==> config.mk <==
export PLATFORM = sky130hd
export DESIGN_NAME = mouse_packet_rx
export DESIGN_NICKNAME = d
export VERILOG_FILES = /design/src/rtl/mouse_pkg.sv /design/src/rtl/mouse_axis_accum.sv /design/src/rtl/mouse_packet_rx.sv
export SDC_FILE = /design/constraint.sdc
export NUM_CORES = 1
export LEC_CHECK = 0
export ABC_AREA = 1
export ABC_CLOCK_PERIOD_IN_PS = 2880
export CAP_MARGIN = 20
export CORE_MARGIN = 3
export CORE_UTILIZATION = 56
export DETAILED_ROUTE_END_ITERATION = 10
export PLACE_DENSITY = 0.78
export SYNTH_ARGS = -nofsm -noshare
export SYNTH_HDL_FRONTEND = slang
export SYNTH_SLANG_ARGS = --single-unit
==> constraint.sdc <==
create_clock -name clk_sys -period 2.88 [get_ports clk_sys]
set_input_delay 0.288 -clock clk_sys [delete_from_list [all_inputs] [get_ports clk_sys]]
set_output_delay 0.288 -clock clk_sys [all_outputs]
set_load 0.01 [all_outputs]
==> src/rtl/mouse_pkg.sv <==
// mouse_pkg: shared types, constants and helpers for the PS/2 mouse packet
// receiver.
//   rx_state_t  - byte-position FSM state (ST_B3 only with MOUSE_WHEEL_EN)
//   FLAG_*      - bit positions inside the packet flags byte
//   delta9_t    - 9-bit signed axis delta / accumulator value
//   delta10_t   - 10-bit signed intermediate for saturating sums
//   axis_delta  - builds a 9-bit delta from sign/overflow flags and a byte
//   sat_add     - 10-bit add of two 9-bit values, clamped to [lo, hi]
// Optional feature macro: MOUSE_WHEEL_EN (adds the fourth, wheel, byte).
package mouse_pkg;

`ifdef MOUSE_WHEEL_EN
  typedef enum logic [1:0] {ST_B0, ST_B1, ST_B2, ST_B3} rx_state_t;
`else
  typedef enum logic [1:0] {ST_B0, ST_B1, ST_B2} rx_state_t;
`endif

  localparam int unsigned FLAG_LEFT   = 0;
  localparam int unsigned FLAG_RIGHT  = 1;
  localparam int unsigned FLAG_MIDDLE = 2;
  localparam int unsigned FLAG_SYNC   = 3;
  localparam int unsigned FLAG_X_SIGN = 4;
  localparam int unsigned FLAG_Y_SIGN = 5;
  localparam int unsigned FLAG_X_OVF  = 6;
  localparam int unsigned FLAG_Y_OVF  = 7;

  typedef logic signed [8:0] delta9_t;
  typedef logic signed [9:0] delta10_t;

  localparam delta10_t XY_SAT_MIN = -10'sd256;
  localparam delta10_t XY_SAT_MAX = 10'sd255;
  localparam delta10_t Z_SAT_MIN  = -10'sd128;
  localparam delta10_t Z_SAT_MAX  = 10'sd127;

  // Latched flags byte; bit 3 (always-one sync bit) is not kept.
  typedef struct packed {
    logic y_ovf;
    logic x_ovf;
    logic y_sign;
    logic x_sign;
    logic middle;
    logic right;
    logic left;
  } pkt_flags_t;

  // Overflowed movement is reported as the extreme value in its direction.
  function automatic delta9_t axis_delta(logic ovf, logic sign, logic [7:0] mag);
    if (ovf) begin
      return sign ? delta9_t'(9'h100) : delta9_t'(9'h0FF);
    end
    return {sign, mag};
  endfunction

  function automatic delta9_t sat_add(delta9_t acc, delta9_t delta,
                                      delta10_t lo, delta10_t hi);
    delta10_t sum;
    sum = $signed({acc[8], acc}) + $signed({delta[8], delta});
    if (sum > hi) begin
      sum = hi;
    end else if (sum < lo) begin
      sum = lo;
    end
    return sum[8:0];
  endfunction

endpackage

==> src/rtl/mouse_axis_accum.sv <==
// mouse_axis_accum: one saturating movement accumulator for a single axis.
//   clk_sys - system clock (rising edge)
//   reset_n - asynchronous active-low reset, clears the accumulator
//   delta   - signed delta of the packet being committed
//   commit  - add delta this cycle
//   clear   - consumer acknowledge; zero the accumulator
//   acc     - saturated accumulator, low OUT_W bits (range bounded by SAT_*)
// With commit and clear together the new delta is added to zero, so the
// packet that arrives alongside the acknowledge is not lost.
module mouse_axis_accum
  import mouse_pkg::*;
#(
  parameter int unsigned OUT_W   = 9,
  parameter delta10_t    SAT_MIN = XY_SAT_MIN,
  parameter delta10_t    SAT_MAX = XY_SAT_MAX
) (
  input  logic             clk_sys,
  input  logic             reset_n,
  input  delta9_t          delta,
  input  logic             commit,
  input  logic             clear,
  output logic [OUT_W-1:0] acc
);

  delta9_t acc_q;

  always_ff @(posedge clk_sys or negedge reset_n) begin
    if (!reset_n) begin
      acc_q <= '0;
    end else if (commit) begin
      acc_q <= sat_add(clear ? delta9_t'('0) : acc_q, delta, SAT_MIN, SAT_MAX);
    end else if (clear) begin
      acc_q <= '0;
    end
  end

  assign acc = acc_q[OUT_W-1:0];

endmodule

==> src/rtl/mouse_packet_rx.sv <==
// mouse_packet_rx: assembles PS/2 mouse bytes into packets and accumulates
// saturated X/Y (and optionally Z) movement for a consumer.
//   clk_sys      - system clock (rising edge)
//   reset_n      - asynchronous active-low reset
//   rx_data      - byte from the PS/2 byte receiver
//   rx_valid     - one-cycle strobe qualifying rx_data
//   rd_ack       - one-cycle strobe: consumer sampled deltas, clear them
//   mouse_x/y    - signed 9-bit accumulated deltas (Y positive = up)
//   mouse_z      - signed 8-bit accumulated wheel delta (MOUSE_WHEEL_EN only)
//   mouse_left/middle/right - button state from the last committed packet
//   pkt_strobe   - one-cycle pulse per committed packet
//   sync_err     - one-cycle pulse on framing error or inter-byte timeout
// Optional feature macro: MOUSE_WHEEL_EN (4-byte packets with wheel byte).
module mouse_packet_rx
  import mouse_pkg::*;
#(
  parameter logic [15:0] TIMEOUT_CYCLES = 16'd50000
) (
  input  logic              clk_sys,
  input  logic              reset_n,
  input  logic [7:0]        rx_data,
  input  logic              rx_valid,
  input  logic              rd_ack,
  output logic signed [8:0] mouse_x,
  output logic signed [8:0] mouse_y,
`ifdef MOUSE_WHEEL_EN
  output logic signed [7:0] mouse_z,
`endif
  output logic              mouse_left,
  output logic              mouse_middle,
  output logic              mouse_right,
  output logic              pkt_strobe,
  output logic              sync_err
);

  rx_state_t  state;
  logic [15:0] gap_cnt;
  pkt_flags_t flags_q;
  logic [7:0] x_q;
  logic       commit;
  delta9_t    dx;
  delta9_t    dy;
`ifdef MOUSE_WHEEL_EN
  logic [7:0] y_q;
  delta9_t    dz;

  assign commit = rx_valid && (state == ST_B3);
`else
  assign commit = rx_valid && (state == ST_B2);
`endif

  // The final byte is used straight off rx_data on the commit cycle.
  always_comb begin
    dx = axis_delta(flags_q.x_ovf, flags_q.x_sign, x_q);
`ifdef MOUSE_WHEEL_EN
    dy = axis_delta(flags_q.y_ovf, flags_q.y_sign, y_q);
    dz = {{5{rx_data[3]}}, rx_data[3:0]};
`else
    dy = axis_delta(flags_q.y_ovf, flags_q.y_sign, rx_data);
`endif
  end

  always_ff @(posedge clk_sys or negedge reset_n) begin
    if (!reset_n) begin
      state        <= ST_B0;
      gap_cnt      <= '0;
      flags_q      <= '0;
      x_q          <= '0;
`ifdef MOUSE_WHEEL_EN
      y_q          <= '0;
`endif
      mouse_left   <= 1'b0;
      mouse_middle <= 1'b0;
      mouse_right  <= 1'b0;
      pkt_strobe   <= 1'b0;
      sync_err     <= 1'b0;
    end else begin
      pkt_strobe <= 1'b0;
      sync_err   <= 1'b0;
      if (state == ST_B0) begin
        gap_cnt <= '0;
        if (rx_valid) begin
          if (rx_data[FLAG_SYNC]) begin
            flags_q <= '{
              y_ovf:  rx_data[FLAG_Y_OVF],
              x_ovf:  rx_data[FLAG_X_OVF],
              y_sign: rx_data[FLAG_Y_SIGN],
              x_sign: rx_data[FLAG_X_SIGN],
              middle: rx_data[FLAG_MIDDLE],
              right:  rx_data[FLAG_RIGHT],
              left:   rx_data[FLAG_LEFT]
            };
            state <= ST_B1;
          end else begin
            sync_err <= 1'b1;
          end
        end
      end else if (rx_valid) begin
        // A byte on the timeout cycle wins over the timeout.
        gap_cnt <= '0;
        case (state)
          ST_B1: begin
            x_q   <= rx_data;
            state <= ST_B2;
          end
`ifdef MOUSE_WHEEL_EN
          ST_B2: begin
            y_q   <= rx_data;
            state <= ST_B3;
          end
`endif
          default: begin
            // Final byte of the packet: commit (accumulators update in
            // mouse_axis_accum on this same edge).
            state        <= ST_B0;
            pkt_strobe   <= 1'b1;
            mouse_left   <= flags_q.left;
            mouse_middle <= flags_q.middle;
            mouse_right  <= flags_q.right;
          end
        endcase
      end else if (gap_cnt == TIMEOUT_CYCLES) begin
        state    <= ST_B0;
        gap_cnt  <= '0;
        sync_err <= 1'b1;
      end else begin
        gap_cnt <= gap_cnt + 16'd1;
      end
    end
  end

  mouse_axis_accum #(
    .OUT_W   (9),
    .SAT_MIN (XY_SAT_MIN),
    .SAT_MAX (XY_SAT_MAX)
  ) u_accum_x (
    .clk_sys (clk_sys),
    .reset_n (reset_n),
    .delta   (dx),
    .commit  (commit),
    .clear   (rd_ack),
    .acc     (mouse_x)
  );

  mouse_axis_accum #(
    .OUT_W   (9),
    .SAT_MIN (XY_SAT_MIN),
    .SAT_MAX (XY_SAT_MAX)
  ) u_accum_y (
    .clk_sys (clk_sys),
    .reset_n (reset_n),
    .delta   (dy),
    .commit  (commit),
    .clear   (rd_ack),
    .acc     (mouse_y)
  );

`ifdef MOUSE_WHEEL_EN
  mouse_axis_accum #(
    .OUT_W   (8),
    .SAT_MIN (Z_SAT_MIN),
    .SAT_MAX (Z_SAT_MAX)
  ) u_accum_z (
    .clk_sys (clk_sys),
    .reset_n (reset_n),
    .delta   (dz),
    .commit  (commit),
    .clear   (rd_ack),
    .acc     (mouse_z)
  );
`endif

endmodule

Word-level counts from Yosys, hierarchy flattened
Cells that the tools add are included.

Bits in registers: 56. Input port bits: 12. Output and inout port bits: 23. Logic and storage cells: 71.

Add/subtract/negate cells: 3. Order comparisons: 4. Equal/unequal tests: 5. Muxes and demuxes: 33. Bitwise logic cells: 2. Reductions and logical operators: 7.

Operator list (number): 9-bit 2-to-1 mux (14); 16-bit 2-to-1 mux (3); 9-bit by 9-bit adder with 10-bit output (2); 10-bit by 9-bit greater-than comparator with 1-bit output, second input constant (2); 10-bit by 9-bit less-than comparator with 1-bit output, second input constant (2); 16-bit by 1-bit adder with 16-bit output, second input constant (1); 16-bit == test, second input constant (1); 2-bit 2-to-1 mux (6); 3-bit AND reduction (4); 1-bit 2-to-1 mux (10); 2-bit inequality test, second input constant (2); 2-bit by 1-bit == test with 1-bit output, second input constant (1); 2-bit == test, second input constant (1); 2-bit logical NOT (1); 1-bit NOT (2); 2-bit nonzero test (1); 1-bit logical AND (1).

Logic depth before layout (Yosys ltp)
Gate-level depths: netlist of run 1.

Depth in word-level cells: 8. Mapped depth: 19. Gate-level depth less buffers: 19.

By module
From an unflattened synthesis of run 1, not the netlist that was laid out.

Cell total of the unflattened synthesis: 541. Area total of the unflattened synthesis: 3828.7 µm².

Modules (own cells, without submodules): mouse_axis_accum (instances 2, cells an instance 153, area each 974.7 µm², seq. area each 225.2 µm²); mouse_packet_rx (instances 1, cells an instance 235, area each 1879.3 µm², seq. area each 950.9 µm²).

Least setup slack after synthesis of run 1
OpenSTA, ideal clock, no wires.

Path kind: register to register. Start: register flags_q[5] (netlist name). End: register u_accum_x.acc_q[0] (netlist: u_accum_x.acc[0]). Library setup time: 117 ps. Arrival: 2234 ps. Required time: 2763 ps. Path slack: 529 ps. Cell stages (with the launch flop): 20. Path buffers: 0. Period minus slack after synthesis: 2351 ps. Path through: dfrtp_1 > clkinv_1 > nor2_1 > inv_1 > nand2_1 > ha_1 > inv_1 > fa_1 > inv_1 > nand3_1 > nand2_1 > nand2_1 > nand2_1 > nand2_1 > nand2_2 > nand3_2 > nand2_1 > nand2_1 > nand2_1 > nand2_1.

Cells in the longest elaborated chain, start to end: 7. Elaborated cells on any way between the ends: 8. Classes of those cells: add/sub: 1; order compare: 2; mux: 5.

RTL lines: start: declaration (RTL line mouse_packet_rx.sv:38) `pkt_flags_t flags_q;`; start signal: assignment (RTL line mouse_packet_rx.sv:84) `flags_q <= '{`; 1-bit 2-to-1 mux * (RTL line mouse_pkg.sv:48) `if (ovf) begin`; 9-bit 2-to-1 mux * (RTL line mouse_pkg.sv:51) `return {sign, mag};`; 9-bit by 9-bit adder with 10-bit output * (RTL line mouse_pkg.sv:57) `sum = $signed({acc[8], acc}) + $signed({delta[8], delta});`; 10-bit by 9-bit less-than comparator with 1-bit output (RTL line mouse_pkg.sv:60) `end else if (sum < lo) begin`; 9-bit 2-to-1 mux (RTL line mouse_pkg.sv:60); 9-bit 2-to-1 mux * (RTL line mouse_pkg.sv:58) `if (sum > hi) begin`; 9-bit 2-to-1 mux * (RTL line mouse_axis_accum.sv:30) `end else if (commit) begin`; end signal: assignment (RTL line mouse_axis_accum.sv:31) `acc_q <= sat_add(clear ? delta9_t'('0) : acc_q, delta, SAT_MIN, SAT_MAX);`; end: declaration (RTL line mouse_axis_accum.sv:25) `delta9_t acc_q;`.

Every way passes the cells marked *; elsewhere a longest branch is shown, timed or not. A chain may end at the register's enable or synchronous reset.

Final worst setup path of run 1
Start: register flags_q[6] (netlist name). End: register u_accum_y.acc_q[1] (netlist: u_accum_y.acc[1]).

Cells in the longest elaborated chain, start to end: 7. Elaborated cells on any way between the ends: 8. Classes of those cells: add/sub: 1; order compare: 2; mux: 5.

RTL lines (RTL line): 1-bit 2-to-1 mux * (mouse_pkg.sv:48); 9-bit 2-to-1 mux * (mouse_pkg.sv:51); 9-bit by 9-bit adder with 10-bit output * (mouse_pkg.sv:57); 10-bit by 9-bit less-than comparator with 1-bit output (mouse_pkg.sv:60); 9-bit 2-to-1 mux (mouse_pkg.sv:60); 9-bit 2-to-1 mux * (mouse_pkg.sv:58); 9-bit 2-to-1 mux * (mouse_axis_accum.sv:30); end signal: assignment (mouse_axis_accum.sv:31); end: declaration (mouse_axis_accum.sv:25).

Marks and branches as above.

==> qor.txt, run 1 <==
====================================================================================================
Run status                                                                              complete, but fails checks
Failing checks                                                                          negative hold slack
Proportion of synthesized chip area in sequential cells                                        0.375
Number of buffers inserted for hold repair after clock tree synthesis                              0
Largest net degree at the start of global routing                                                 29
Post-Synth XOR/XNOR Area                                                                      0.0375
Placed cell count                                                                                641
CP max stage delay                                                                           0.44 ns
Count of buffers from port buffering                                                              34
Max VDD drop                                                                                0.515 mV
Sink Count                                                                                        56
Tot GR Track Use                                                                               0.232
Die outline area                                                                          7690 sq um
Part of the cycle the worst path needs                                                         0.877
Simple-Gate Fraction of Synth Area                                                             0.357
Cell breakdown of the critical path                                                     nand2_1 > o21ai_0 > ha_1 > inv_1 > fa_1 > inv_1 > nand3_1 > nand2_1 > nand2_1 > nand2_1 > nand2_1 > nand2_1 > nand3_2 > nand2_1 > nand2_1 > nand2_1 > nand2_1
Remaining max-slew budget at the tightest pin                                                  0.558
Arrival time at the worst endpoint                                                           2.73 ns
Number of endpoints failing setup at the final stage                                               0
Total of flip-flops plus latches after synthesis                                                  56
Top flip-flop cell by instance count after synthesis                                    sky130_fd_sc_hd__dfrtp_1
CP max stage cell                                                                       sky130_fd_sc_hd__dfrtp_2
Layout-stage area growth over the synthesis result                                             14.1%
Utilization after layout                                                                       0.664
Vias in the first global route                                                                  3266
Power density of the placed cells                                                        922 nW/um^2
Yosys synthesis warning count                                                                      0
Fraction of layout instances using a drive strength above 1                                   0.0717
Grt ovf                                                                                            0
Clk Tree Root Cell                                                                      sky130_fd_sc_hd__clkbuf_8
Startpoint Class                                                                            register
Ranking of synthesized cells by area                                                    sky130_fd_sc_hd__dfrtp_1 38%, sky130_fd_sc_hd__nand2_1 21%, sky130_fd_sc_hd__inv_1 7.8%, sky130_fd_sc_hd__ha_1 6.7%, sky130_fd_sc_hd__nor2_1 4.1%
Gate count of the mapped netlist                                                                 533
Async set-reset flop share out of synthesis                                                     1.00
Row count                                                                                         29
Worst Hold Class                                                                        input port to async pin
Violation count after the first detailed-route iteration                                         204
Max clock buf depth                                                                                2
Final Non-Filler Cells                                                                           649
Clock-pin slew reported for the worst setup and hold paths after clock tree synthesis        0.11 ns
Mean post-synth cell area                                                                 7.01 sq um
Synthesized net count                                                                            567
Number of failing hold endpoints at the final stage                                               18
Top-area cell type share of the netlist area                                                   0.375
Placed wire-length estimate after detailed placement                                    6310 microns
Shortest period the worst path allows                                                        2.53 ns
Horizontal die dimension                                                                87.7 microns
Actual transition at the worst max-transition pin                                           0.663 ns
Crit-path max FO                                                                                  10
Number of enable flip-flop cells after synthesis                                                   0
Number of nets in the finished design                                                            605
Num CTS Buffers                                                                                    5
Core outline area                                                                         6420 sq um
Number of ports placed on the die boundary                                                        35
Number of antenna violations at the first check in global routing                                  0
Peak Freq                                                                                    396 MHz
Leakage                                                                                      2.35 nW
Number of distinct library cells after synthesis                                                  33
Final number of max-transition violations                                                          0
RSZ-0062 raised after global routing                                                              no
First-pass DRT Iterations                                                                          5
Clock insertion delay at the later pin of the skew report                                    0.32 ns
CP Class                                                                                register to register
Multiplexer share of the synthesized area                                                          0
Cts repair resizes                                                                                 0
Last weighted congestion value of the routability-driven placer                                0.928
Maximum capacitance violations                                                                     0
Worst path required time                                                                     3.09 ns
Critical Path End Type                                                                      register
Post-DR vias/cell                                                                               5.22
Initial Utilization                                                                            0.582
CTS tree                                                                                        done
Dominant cell type by count on the critical path                                        sky130_fd_sc_hd__nand2_1
Count of H-tree levels built during CTS                                                            2
Setup clock skew after layout                                                              0.0117 ns
Die height                                                                              87.7 microns
Post-synthesis compound-gate area fraction                                                    0.0620
Detailed-route DRC error count                                                                     0
Post-CTS Repair Setup Buffers                                                                      0
Final antenna-violating net count                                                                  0
Routed wire length per instance                                                         12.7 microns
Detailed-route via count                                                                        3390
Wire length after detailed routing                                                      8220 microns
Largest area contributor in the synthesized netlist                                     sky130_fd_sc_hd__dfrtp_1
Ant diodes                                                                                         0
Area of the mapped netlist                                                                3740 sq um
Setup tns final                                                                                 0 ns
Wire length of the first global-routing pass                                            14200 microns
Tightest hold margin                                                                      -0.0184 ns
Main combinational cell family by area after synthesis                                  simple AND/OR/NAND/NOR gates
Post-Synth Adder-Cell Area                                                                    0.0777
====================================================================================================
==> layer usage <==
layer  wire length [microns]  global-route usage
met1                    3870               0.312
met2                    3730               0.384
met3                     395              0.0376
met4                     232              0.0767
met5                       0                   0
==> logic make-up (layout without fill, tap and decap cells) <==
family / after synthesis / after routing
and+or+nand+nor: 306 / 306
buffers and inverters: 89 / 128
DFF: 56 / 56
AOI/OAI and AO/OA: 44 / 44
adders and majority gates: 22 / 22
xor gates and xnor gates: 16 / 16
==> Yosys cell counts (2+ instances only) <==
master and count:
sky130_fd_sc_hd__nand2_2 4, sky130_fd_sc_hd__clkbuf_1 5, sky130_fd_sc_hd__nand4_1 6, sky130_fd_sc_hd__o21ai_0 26, sky130_fd_sc_hd__nand4_2 2, sky130_fd_sc_hd__nand3b_1 2, sky130_fd_sc_hd__fa_1 2, sky130_fd_sc_hd__dfrtp_1 56
sky130_fd_sc_hd__a21oi_1 13, sky130_fd_sc_hd__inv_1 78, sky130_fd_sc_hd__nor2_1 41, sky130_fd_sc_hd__inv_2 2, sky130_fd_sc_hd__buf_2 2, sky130_fd_sc_hd__nand3_1 22, sky130_fd_sc_hd__ha_1 20, sky130_fd_sc_hd__xor2_1 11
sky130_fd_sc_hd__xnor2_1 5, sky130_fd_sc_hd__nand2_1 207, sky130_fd_sc_hd__a21oi_2 2, sky130_fd_sc_hd__nor3_4 2, sky130_fd_sc_hd__nor2_2 4, sky130_fd_sc_hd__nand3_2 5, sky130_fd_sc_hd__nor3_1 6
==> sequential cells by signal (all words and copies together) (netlist names) <==
register and count:
flags_q 7, mouse_middle 1, gap_cnt 16, u_accum_y.acc 9, mouse_right 1, pkt_strobe 1
u_accum_x.acc 9, sync_err 1, state 2, mouse_left 1, x_q 8
==> worst paths after layout <==
path	startpoint	to	slack (ns)	cells past startpoint
setup / recovery	flags_q[6]	u_accum_y.acc[1]	0.35	17
hold / removal	reset_n	gap_cnt[15]	-0.02	1
setup reg to reg	flags_q[6]	u_accum_y.acc[1]	0.35	17
hold reg to reg	flags_q[1]	mouse_right	0.48	2
max in group asynchronous	reset_n	flags_q[6]	2.11	2
min in group clk_sys	flags_q[1]	mouse_right	0.48	2
==> cell usage in the layout, fill, tap and decap left out, types with 2 or more instances in the layout <==
master                              n
sky130_fd_sc_hd__xor2_1            11
sky130_fd_sc_hd__a21oi_1           13
sky130_fd_sc_hd__nand4_1            6
sky130_fd_sc_hd__a21oi_2            2
sky130_fd_sc_hd__inv_1             77
sky130_fd_sc_hd__xnor2_1            5
sky130_fd_sc_hd__fa_1               2
sky130_fd_sc_hd__nor3_4             2
sky130_fd_sc_hd__nand4_2            2
sky130_fd_sc_hd__nand2_1          207
sky130_fd_sc_hd__nand2_2            4
sky130_fd_sc_hd__buf_4              5
sky130_fd_sc_hd__dfrtp_1           55
sky130_fd_sc_hd__nor3_1             6
sky130_fd_sc_hd__clkbuf_8           5
sky130_fd_sc_hd__ha_1              20
sky130_fd_sc_hd__nand3b_1           2
sky130_fd_sc_hd__nand3_2            5
sky130_fd_sc_hd__o21ai_0           26
sky130_fd_sc_hd__nor2_1            40
sky130_fd_sc_hd__inv_2              3
sky130_fd_sc_hd__nand3_1           22
sky130_fd_sc_hd__nor2_2             5
sky130_fd_sc_hd__clkdlybuf4s50_1   33
==> through the flow <==
stage	worst slack [ns]	total power [mW]	area [sq um]
floorplan	0.529	2.81	3740
global placement	0.0526	3.43	4170
detailed placement	0.0549	3.47	4170
CTS	0.285	3.94	4260
global route	0.0582	4.33	4260
finish	0.354	3.93	4260
==> final cells by class <==
cell class,instances,area [sq um]
inverters,81,304
flip-flops and latches,56,1400
well taps,77,96.3
repair buffers,39,373
clock inverters,3,22.5
fillers,584,2160
clock buffers,5,68.8
multi-input cells,388,2000
==> report_power, final <==
part	internal, mW	switching (mW)	total [mW]
sequential	1.03	0.167	1.20
combinational	0.926	1.35	2.28
clock	0.175	0.278	0.454
==> worst max-delay path: cells and delay by family (launching register included) <==
kind	cells	cell delay [ns]
AO/OA/AOI/OAI	1	0.15
buffers and inverters	2	0.14
adder cells (fa/ha/maj)	2	0.63
flip-flops	1	0.44
AND/OR/NAND/NOR	12	1.06
(Power assumes the default switching activity.)
==> run 2, diff against run 1 <==
- REMOVE_ABC_BUFFERS: not set -> 1
==> run 2 against run 1 <==
Effect of this change: the flow now finishes without violations; clock-buffer cell count did not move; largest power group unchanged; non-clock buffer count rose by 3; clock skew fell by 0.0036 ns; highest routed layer unchanged; utilization rose by 0.33 points; combinational power barely moved; sequential cell count did not move; final cell count rose by 0.46%; first-iteration DRC count fell by 18%.
==> qor.txt, run 2 (synthesis gave the netlist of run 1 again) <==
====================================================================================================
Grt ovf                                                                                            0
Final Non-Filler Cells                                                                           652
CP max stage cell                                                                       sky130_fd_sc_hd__clkdlybuf4s50_1
Initial Utilization                                                                            0.582
Max VDD drop                                                                                0.585 mV
Shortest period the worst path allows                                                        2.57 ns
Tot GR Track Use                                                                               0.229
Final antenna-violating net count                                                                  0
Critical Path End Type                                                                      register
Arrival time at the worst endpoint                                                           2.78 ns
CP max stage delay                                                                           0.59 ns
DP Area                                                                                   4180 sq um
Number of nets in the finished design                                                            608
Worst Hold Class                                                                        register to register
First-pass DRT Iterations                                                                          4
Violation count after the first detailed-route iteration                                         168
Wire length of the first global-routing pass                                            14100 microns
Vias in the first global route                                                                  3143
Dominant cell type by count on the critical path                                        sky130_fd_sc_hd__nand2_1
Routed wire length per instance                                                         12.6 microns
Leakage                                                                                      2.37 nW
CTS tree                                                                                        done
Number of antenna violations at the first check in global routing                                  0
Top library cells by usage in the layout, fill and taps aside                           207 x sky130_fd_sc_hd__nand2_1, 78 x sky130_fd_sc_hd__inv_1, 56 x sky130_fd_sc_hd__dfrtp_1, 41 x sky130_fd_sc_hd__nor2_1, 33 x sky130_fd_sc_hd__clkdlybuf4s50_1
Fraction of layout instances using a drive strength above 1                                   0.0696
Die height                                                                              87.7 microns
Maximum capacitance violations                                                                     0
Number of endpoints failing setup at the final stage                                               0
Clock-pin slew reported for the worst setup and hold paths after clock tree synthesis        0.11 ns
Pre-CTS setup slack                                                                       -0.0309 ns
Peak Freq                                                                                    389 MHz
Part of the cycle the worst path needs                                                         0.894
Count of buffers from port buffering                                                              34
Final number of max-transition violations                                                          0
Count of H-tree levels built during CTS                                                            2
Post-DR vias/cell                                                                               5.14
Row count                                                                                         29
Core outline area                                                                         6420 sq um
Wire length after detailed routing                                                      8220 microns
Cell breakdown of the critical path                                                     clkdlybuf4s50_1 > nor2_1 > ha_1 > inv_1 > fa_1 > inv_1 > nand3_1 > nand2_1 > nand2_1 > nand2_1 > nand2_1 > nand2_2 > nand3_2 > nand2_1 > nand2_1 > nand2_1 > nand2_1
RSZ-0062 raised after global routing                                                              no
Horizontal die dimension                                                                87.7 microns
Run status                                                                              finished clean
Last weighted congestion value of the routability-driven placer                                0.904
Number of ports placed on the die boundary                                                        35
Remaining max-slew budget at the tightest pin                                                  0.640
Max clock buf depth                                                                                2
Die outline area                                                                          7690 sq um
Final Instance Area                                                                       4290 sq um
Layout-stage area growth over the synthesis result                                             14.7%
Clock insertion delay at the later pin of the skew report                                    0.31 ns
Clk Tree Root Cell                                                                      sky130_fd_sc_hd__clkbuf_8
Commonest non-fill, non-tap cell in the layout                                          sky130_fd_sc_hd__nand2_1
Sink Count                                                                                        56
Fill cells                                                                                       593
Largest net degree at the start of global routing                                                 33
Detailed-route DRC error count                                                                     0
Num CTS Buffers                                                                                    5
Crit-path max FO                                                                                   9
Worst path required time                                                                     3.09 ns
Placed cell count                                                                                643
Final critical-path setup slack                                                             0.306 ns
Worst path bufs/invs                                                                               3
Setup clock skew after layout                                                             0.00809 ns
Number of failing hold endpoints at the final stage                                                0
Power density of the placed cells                                                        915 nW/um^2
Max FFs per register                                                                              16
Placed wire-length estimate after detailed placement                                    6330 microns
Largest reg by FF count                                                                      gap_cnt
Ant diodes                                                                                         0
Top cell family by delay on the critical path                                           simple AND/OR/NAND/NOR gates
CP Class                                                                                input port to register
Utilization after layout                                                                       0.667
Cts repair resizes                                                                                 0
Actual transition at the worst max-transition pin                                           0.539 ns
Detailed-route via count                                                                        3353
Startpoint Class                                                                          input port
====================================================================================================
run 2: cell types whose count changed in the layout (fill, tap and decap cells not counted), sizes merged:
cell,change
dlygate4sd3,+1
buf,+2
run 2: final cells by class:
class	instances	area, sq um	area share
inverter	81	304	0.0709
clock inverter	3	22.5	0.00526
tap	77	96.3	0.0225
sequential	56	1400	0.327
timing repair buffer	42	398	0.0928
multi-input combinational	388	1990	0.465
clock buffer	5	68.8	0.0161
run 2: through the flow:
step	TNS [ns]	hold WS (ns)	total power, mW
6_report	0	0.490	3.92
5_1_grt	0	0.514	4.34
4_1_cts	0	0.496	3.95
3_5_place_dp	-0.152	0.307	3.48
3_3_place_gp	0	0.302	3.42
2_1_floorplan	0	-0.00759	2.79
run 2: final timing paths:
kind,startpoint,endpoint,slack [ns],depth (start not counted)
hold reg to reg,flags_q[0],mouse_left,0.49,2
min in group asynchronous,reset_n,u_accum_x.acc[6],0.50,3
setup / recovery,rd_ack,u_accum_x.acc[2],0.31,17
setup reg to reg,flags_q[3],u_accum_x.acc[2],0.31,18
max in group asynchronous,reset_n,x_q[3],2.03,3
hold / removal,flags_q[0],mouse_left,0.49,2
run 2: report_power, final:
group / internal [mW] / total (mW) / switching, mW
registers: 1.03 / 1.19 / 0.163
clock network: 0.175 / 0.453 / 0.278
logic: 0.931 / 2.28 / 1.35
total: 2.13 / 3.92 / 1.79
run 2: worst register-to-register path, stage by stage, from the launching register on:
cell and delay [ns]:
sky130_fd_sc_hd__dfrtp_1 0.43, sky130_fd_sc_hd__nor2_1 0.15, sky130_fd_sc_hd__inv_1 0.13, sky130_fd_sc_hd__nand2_1 0.10, sky130_fd_sc_hd__ha_1 0.23, sky130_fd_sc_hd__inv_1 0.07
sky130_fd_sc_hd__fa_1 0.41, sky130_fd_sc_hd__inv_1 0.08, sky130_fd_sc_hd__nand3_1 0.06, sky130_fd_sc_hd__nand2_1 0.13, sky130_fd_sc_hd__nand2_1 0.08, sky130_fd_sc_hd__nand2_1 0.06
sky130_fd_sc_hd__nand2_1 0.06, sky130_fd_sc_hd__nand2_2 0.09, sky130_fd_sc_hd__nand3_2 0.15, sky130_fd_sc_hd__nand2_1 0.09, sky130_fd_sc_hd__nand2_1 0.05, sky130_fd_sc_hd__nand2_1 0.06
sky130_fd_sc_hd__nand2_1 0.05
run 2: repair_timing:
item / in CTS / in global routing
hold buffers: 1 / 0
hold endpoints to repair: 24 / 0
setup endpoints to repair: 0 / 0
setup buffers: 0 / 0
run 2: per-layer routing:
layer  part of all wire  track usage  wire length (microns)  vias to the layer above
met5                  0            0                      0                        -
met3              0.039       0.0414                    324                       10
met4              0.010       0.0460                     85                        0
li1                   -            -                      -                     1735
met2               0.48        0.385                   3970                       67
met1               0.47        0.311                   3840                     1541
==> run 3, diff against run 2 <==
==> constraint.sdc (replaced) <==
create_clock -name clk_sys -period 2.88 [get_ports clk_sys]
set_input_delay 0.288 -clock clk_sys [delete_from_list [all_inputs] [get_ports clk_sys]]
set_output_delay 0.288 -clock clk_sys [all_outputs]
set_load 0.005 [all_outputs]
==> results of run 3 <==
The final DEF is identical to that of run 2. Status: finished clean.
Among the figures that moved: total power 3.92 mW -> 3.87 mW; worst IR drop on VDD 0.585 mV -> 0.584 mV
